===== src/rtl/axi_lite_pkg.sv =====
// Shared definitions for the AXI4-Lite master: FSM state encoding, response codes
// and default bus widths.
package axi_lite_pkg;

  localparam int unsigned AXI_ADDR_W = 32;
  localparam int unsigned AXI_DATA_W = 32;

  localparam logic [1:0] RESP_OKAY   = 2'b00;
  localparam logic [1:0] RESP_EXOKAY = 2'b01;
  localparam logic [1:0] RESP_SLVERR = 2'b10;
  localparam logic [1:0] RESP_DECERR = 2'b11;

  typedef enum logic [2:0] {
    ST_IDLE,
    ST_WR_REQ,
    ST_WR_RESP,
    ST_RD_REQ,
    ST_RD_DATA,
    ST_DONE
  } state_e;

  function automatic logic resp_is_err(input logic [1:0] resp);
    return (resp == RESP_SLVERR) || (resp == RESP_DECERR);
  endfunction

endpackage


===== src/rtl/axi_lite_master.sv =====
// Single-outstanding AXI4-Lite master serving the MEM-stage peripheral controller.
// Optional slave-response watchdog enabled by defining AXI_TIMEOUT_EN.
module axi_lite_master
  import axi_lite_pkg::*;
#(
  parameter int unsigned ADDR_W         = AXI_ADDR_W,
  parameter int unsigned DATA_W         = AXI_DATA_W,
  parameter int unsigned TIMEOUT_CYCLES = 256
) (
  input  logic                Clk,
  input  logic                Rst,
  input  logic                StartAXIRead,
  input  logic                StartAXIWrite,
  input  logic [ADDR_W-1:0]   Address,
  input  logic [DATA_W-1:0]   WData,
  input  logic [DATA_W/8-1:0] WStrb,
  output logic                ReadCompleted,
  output logic                WriteCompleted,
  output logic [DATA_W-1:0]   RData,
  output logic                BusError,
  output logic [ADDR_W-1:0]   M_AWADDR,
  output logic                M_AWVALID,
  input  logic                M_AWREADY,
  output logic [DATA_W-1:0]   M_WDATA,
  output logic [DATA_W/8-1:0] M_WSTRB,
  output logic                M_WVALID,
  input  logic                M_WREADY,
  input  logic [1:0]          M_BRESP,
  input  logic                M_BVALID,
  output logic                M_BREADY,
  output logic [ADDR_W-1:0]   M_ARADDR,
  output logic                M_ARVALID,
  input  logic                M_ARREADY,
  input  logic [DATA_W-1:0]   M_RDATA,
  input  logic [1:0]          M_RRESP,
  input  logic                M_RVALID,
  output logic                M_RREADY
);

  if (DATA_W != 32 || TIMEOUT_CYCLES < 2) begin : g_param_check
    $error("axi_lite_master: DATA_W must be 32 and TIMEOUT_CYCLES at least 2");
  end

  state_e              state_q, state_d;
  logic [ADDR_W-1:0]   addr_q, addr_d;
  logic [DATA_W-1:0]   wdata_q, wdata_d;
  logic [DATA_W/8-1:0] wstrb_q, wstrb_d;
  logic [DATA_W-1:0]   rdata_q, rdata_d;
  logic                awvalid_q, awvalid_d;
  logic                wvalid_q, wvalid_d;
  logic                bready_q, bready_d;
  logic                arvalid_q, arvalid_d;
  logic                rready_q, rready_d;
  logic                wr_done_q, wr_done_d;
  logic                rd_done_q, rd_done_d;
  logic                bus_err_q, bus_err_d;

`ifdef AXI_TIMEOUT_EN
  localparam int unsigned CNT_W = $clog2(TIMEOUT_CYCLES);
  localparam logic [CNT_W-1:0] CNT_LAST = CNT_W'(TIMEOUT_CYCLES - 1);

  logic [CNT_W-1:0] cnt_q, cnt_d;
  logic             busy;
`endif

  always_comb begin
    state_d   = state_q;
    addr_d    = addr_q;
    wdata_d   = wdata_q;
    wstrb_d   = wstrb_q;
    rdata_d   = rdata_q;
    awvalid_d = awvalid_q;
    wvalid_d  = wvalid_q;
    bready_d  = bready_q;
    arvalid_d = arvalid_q;
    rready_d  = rready_q;
    wr_done_d = 1'b0;
    rd_done_d = 1'b0;
    bus_err_d = bus_err_q;

    unique case (state_q)
      ST_IDLE: begin
        // Write has priority when both starts arrive together.
        if (StartAXIWrite) begin
          state_d   = ST_WR_REQ;
          addr_d    = Address;
          wdata_d   = WData;
          wstrb_d   = WStrb;
          awvalid_d = 1'b1;
          wvalid_d  = 1'b1;
          bus_err_d = 1'b0;
        end else if (StartAXIRead) begin
          state_d   = ST_RD_REQ;
          addr_d    = Address;
          arvalid_d = 1'b1;
          bus_err_d = 1'b0;
        end
      end
      ST_WR_REQ: begin
        if (awvalid_q && M_AWREADY) awvalid_d = 1'b0;
        if (wvalid_q && M_WREADY)   wvalid_d  = 1'b0;
        if (!awvalid_d && !wvalid_d) begin
          state_d  = ST_WR_RESP;
          bready_d = 1'b1;
        end
      end
      ST_WR_RESP: begin
        if (M_BVALID) begin
          state_d   = ST_DONE;
          bready_d  = 1'b0;
          bus_err_d = resp_is_err(M_BRESP);
          wr_done_d = 1'b1;
        end
      end
      ST_RD_REQ: begin
        if (M_ARREADY) begin
          state_d   = ST_RD_DATA;
          arvalid_d = 1'b0;
          rready_d  = 1'b1;
        end
      end
      ST_RD_DATA: begin
        if (M_RVALID) begin
          state_d   = ST_DONE;
          rready_d  = 1'b0;
          rdata_d   = M_RDATA;
          bus_err_d = resp_is_err(M_RRESP);
          rd_done_d = 1'b1;
        end
      end
      ST_DONE: begin
        state_d = ST_IDLE;
      end
      default: begin
        state_d = ST_IDLE;
      end
    endcase

`ifdef AXI_TIMEOUT_EN
    busy  = (state_q != ST_IDLE) && (state_q != ST_DONE);
    cnt_d = busy ? cnt_q + CNT_W'(1) : '0;
    // Watchdog overrides any handshake landing in the same cycle.
    if (busy && cnt_q == CNT_LAST) begin
      state_d   = ST_DONE;
      awvalid_d = 1'b0;
      wvalid_d  = 1'b0;
      bready_d  = 1'b0;
      arvalid_d = 1'b0;
      rready_d  = 1'b0;
      rdata_d   = rdata_q;
      bus_err_d = 1'b1;
      wr_done_d = (state_q == ST_WR_REQ) || (state_q == ST_WR_RESP);
      rd_done_d = (state_q == ST_RD_REQ) || (state_q == ST_RD_DATA);
    end
`endif
  end

  always_ff @(posedge Clk or posedge Rst) begin
    if (Rst) begin
      state_q   <= ST_IDLE;
      addr_q    <= '0;
      wdata_q   <= '0;
      wstrb_q   <= '0;
      rdata_q   <= '0;
      awvalid_q <= 1'b0;
      wvalid_q  <= 1'b0;
      bready_q  <= 1'b0;
      arvalid_q <= 1'b0;
      rready_q  <= 1'b0;
      wr_done_q <= 1'b0;
      rd_done_q <= 1'b0;
      bus_err_q <= 1'b0;
    end else begin
      state_q   <= state_d;
      addr_q    <= addr_d;
      wdata_q   <= wdata_d;
      wstrb_q   <= wstrb_d;
      rdata_q   <= rdata_d;
      awvalid_q <= awvalid_d;
      wvalid_q  <= wvalid_d;
      bready_q  <= bready_d;
      arvalid_q <= arvalid_d;
      rready_q  <= rready_d;
      wr_done_q <= wr_done_d;
      rd_done_q <= rd_done_d;
      bus_err_q <= bus_err_d;
    end
  end

`ifdef AXI_TIMEOUT_EN
  always_ff @(posedge Clk or posedge Rst) begin
    if (Rst) cnt_q <= '0;
    else     cnt_q <= cnt_d;
  end
`endif

  assign M_AWADDR       = addr_q;
  assign M_ARADDR       = addr_q;
  assign M_WDATA        = wdata_q;
  assign M_WSTRB        = wstrb_q;
  assign M_AWVALID      = awvalid_q;
  assign M_WVALID       = wvalid_q;
  assign M_BREADY       = bready_q;
  assign M_ARVALID      = arvalid_q;
  assign M_RREADY       = rready_q;
  assign WriteCompleted = wr_done_q;
  assign ReadCompleted  = rd_done_q;
  assign BusError       = bus_err_q;
  assign RData          = rdata_q;

endmodule


===== config.mk =====
export PLATFORM = sky130hd
export DESIGN_NAME = axi_lite_master
export DESIGN_NICKNAME = d
export VERILOG_FILES = /design/src/rtl/axi_lite_pkg.sv /design/src/rtl/axi_lite_master.sv
export SDC_FILE = /design/constraint.sdc
export NUM_CORES = 1
export LEC_CHECK = 0
export ABC_AREA = 1
export ABC_CLOCK_PERIOD_IN_PS = 9150
export CAP_MARGIN = 20
export CORE_AREA = 4 4 95 97
export DETAILED_ROUTE_END_ITERATION = 16
export DIE_AREA = 0 0 99 101
export DONT_BUFFER_PORTS = 1
export MAX_ROUTING_LAYER = met4
export PLACE_DENSITY_LB_ADDON = 0.3
export SKIP_CTS_REPAIR_TIMING = 1
export SLEW_MARGIN = 20
export SYNTH_ARGS = -nofsm -noshare
export SYNTH_HDL_FRONTEND = slang
export SYNTH_SLANG_ARGS = --single-unit
export TNS_END_PERCENT = 1

===== constraint.sdc =====
create_clock -name Clk -period 9.15 [get_ports Clk]
set_clock_uncertainty 0.1 [all_clocks]
set_input_delay 1.83 -clock Clk [delete_from_list [all_inputs] [get_ports Clk]]
set_output_delay 1.83 -clock Clk [all_outputs]
set_load 0.01 [all_outputs]

==> qor.yml <==
min-delay-start: "M_WDATA[1]$_DFFE_PP0P_"
vdd_ir_drop_max_mv: 0.165
setup_ws_ns: 5.94
fin_util_pct: 57.6
tightest_slew_ns: 0.852
drive_gt1_share_pct: 5.54
max_freq_mhz: 311
clkSinkCount: 111
fin_crit_sh_pct: 35.1
clk_path_buf_depth: 2
layout_commonest_cell: "nand2_1"
clock-root-buffer: "clkbuf_8"
stdcell_count: 610
area_delta_synth_final_pct: 0.161
hold_violations: 0
dp.cells: 594
p_per_area_nw_per_um2: 388
worstPathRequired_ns: 9.31
synthesis.nets: 656
worstHoldEndpoint: "M_WDATA[1]$_DFFE_PP0P_"
preCtsSetupSlack_ns: 5.21
power.total_mw: 1.82
die_h_um: 101
grt_pass1_vias: 3181
htree_levels: 3
cp_data_arrival_time_ns: 3.37
die_w_um: 99
dp_hpwl_mm: 7.89
cts_tree: "built"
rows: 33
final_cell_mix: "nand2_1, dfrtp_1, nand3_1, inv_1, clkbuf_8"
io_pins: 253
dr.pass1.iters: 4
place_congestion: 0.929
grt_max_degree: 61
wl_per_cell_um: 17.6
io_buffer_count: 0
status: "finished clean"
fin_tns_setup_ns: 0
nNetsFinal: 613
grt_pass1_wl_mm: 16.6
route.detailed.drc: 0
track_usage_pct: 22.2
final_max_slew_viol_count: 0
worstReg2RegEnd: "M_WDATA[16]$_DFFE_PP0P_"
worstSkewPairLatency_ns: 0.36
synth.distinct_cells: 21
clkTransAtPathRegs_ns: 0.10
drt_iter0_markers: 137
grtUsageMet1_pct: 26.9
insertedDiodeCount: 0
r2r_slack_ns: 6.77
endpoint_kind: "flip-flop"
via_count: 3185
syn_area_per_cell_um2: 8.61
netlist_area_um2: 4670
max_slew_margin_pct: 43.0
ys_ff_latch: 111
grt_overflow: 0
drv_cap: 0
grt_antenna_before_repair: 0
netlist_instances: 543
min_path_type: "flip-flop to flip-flop"
min_period_ns: 3.21
min_path_cells: 2
power.leakage_nw: 2.59
vias_per_cell: 5.22
fp.dieArea_um2: 10000
rsz0062_at_grt: "false"
core_um2: 8130
totalWireLength_mm: 10.7
final_antenna_net_count: 0
r2r_cells: 6
setup_viol: 0
grt_busiest_layer: "met2"
grtUsageMet2_pct: 36.0
r2r_start: "state_q[2]$_DFFE_PP0P_"
worstSetupPathType: "input port to flip-flop"
use_met3_pct: 6.37
cts_buffers: 9
path_max_fanout: 39
start_kind: "input port"
initial_core_util_pct: 57.5
ys_seq_area_share_pct: 59.4
synth_warnings: 0
[registers in the layout, summed over array words and instances, names as in the netlist]
name,cells
WriteCompleted,1
M_AWVALID,1
M_WVALID,1
M_WDATA,32
M_WSTRB,4
BusError,1
state_q,3
M_RREADY,1
M_ARVALID,1
ReadCompleted,1
RData,32
M_BREADY,1
M_ARADDR,32
[how the worst max path moves through the flow]
stage                             start                  endpoint  slack (ns)  cells after the start
final                     StartAXIWrite   M_WDATA[16]$_DFFE_PP0P_        5.94                      5
after global routing      StartAXIWrite   M_WDATA[29]$_DFFE_PP0P_        5.72                      5
after CTS                 StartAXIWrite  M_ARADDR[31]$_DFFE_PP0P_        5.59                      5
after detailed placement  StartAXIWrite  M_ARADDR[31]$_DFFE_PP0P_        5.21                      5
after global placement    StartAXIWrite  M_ARADDR[15]$_DFFE_PP0P_        5.33                      5
after floorplan                     Rst      BusError$_DFFE_PP0P_        4.29                      1
[cell usage after synthesis]
cell type	instances	area [µm²]
nand2_1	295	1110
dfrtp_1	111	2780
nand3_1	40	200
buf_4	36	270
inv_1	13	48.8
buf_2	12	60.1
nor2_1	8	30.0
clkbuf_1	4	15.0
inv_2	4	15.0
o21ai_0	4	20.0
buf_6	3	33.8
a21oi_1	2	10.0
nand4_1	2	12.5
nor2_4	2	22.5
a31oi_1	1	6.26
and2_1	1	6.26
nand2_2	1	6.26
nand2_4	1	11.3
nand3_2	1	10.0
nor2_2	1	6.26
nor3_1	1	5.00
[logic make-up (layout without fill, tap and decap cells)]
family	Yosys count	count (layout)	synth area share [%]
buffers and inverters	72	34	9.48
AO/OA/AOI/OAI	7	7	0.776
AND/OR/NAND/NOR	353	353	30.3
flip-flops	111	111	59.4
[routing by layer]
metal / share of wire (%) / up-vias / wire length, µm
met5: 0 / - / 0
met4: 1.4 / 0 / 153
met3: 9.0 / 13 / 967
met2: 51 / 158 / 5430
met1: 39 / 1476 / 4170
li1: - / 1538 / -
[power by group]
group	leakage, nW	switching, mW	internal (mW)
Clock	0.117	0.164	0.184
Combinational	1.09	0.276	0.138
Sequential	1.38	0.341	0.714
Total	2.59	0.780	1.04
[worst max-delay path, cell delays in order]
cell,delay [ns]
inv_1,0.09
nor2_4,0.69
inv_2,0.50
nand2_1,0.18
nand2_1,0.06
[per-stage QoR]
stage | hold WS (ns) | cell area, µm²
floorplan | 0.405 | 4670
global route | 0.474 | 4680
CTS | 0.457 | 4680
detailed placement | 0.433 | 4440
finish | 0.453 | 4680
global placement | 0.432 | 4440
[final cells by class]
type                            count  area [µm²]
Inverter                           17        66.3
Clock inverter                      6         115
Fill cell                         720        3450
Sequential cell                   111        2780
Clock buffer                       10         128
Tap cell                          105         131
Timing Repair Buffer                1        7.51
Multi-Input combinational cell    360        1460
(Power assumes the default switching activity.)
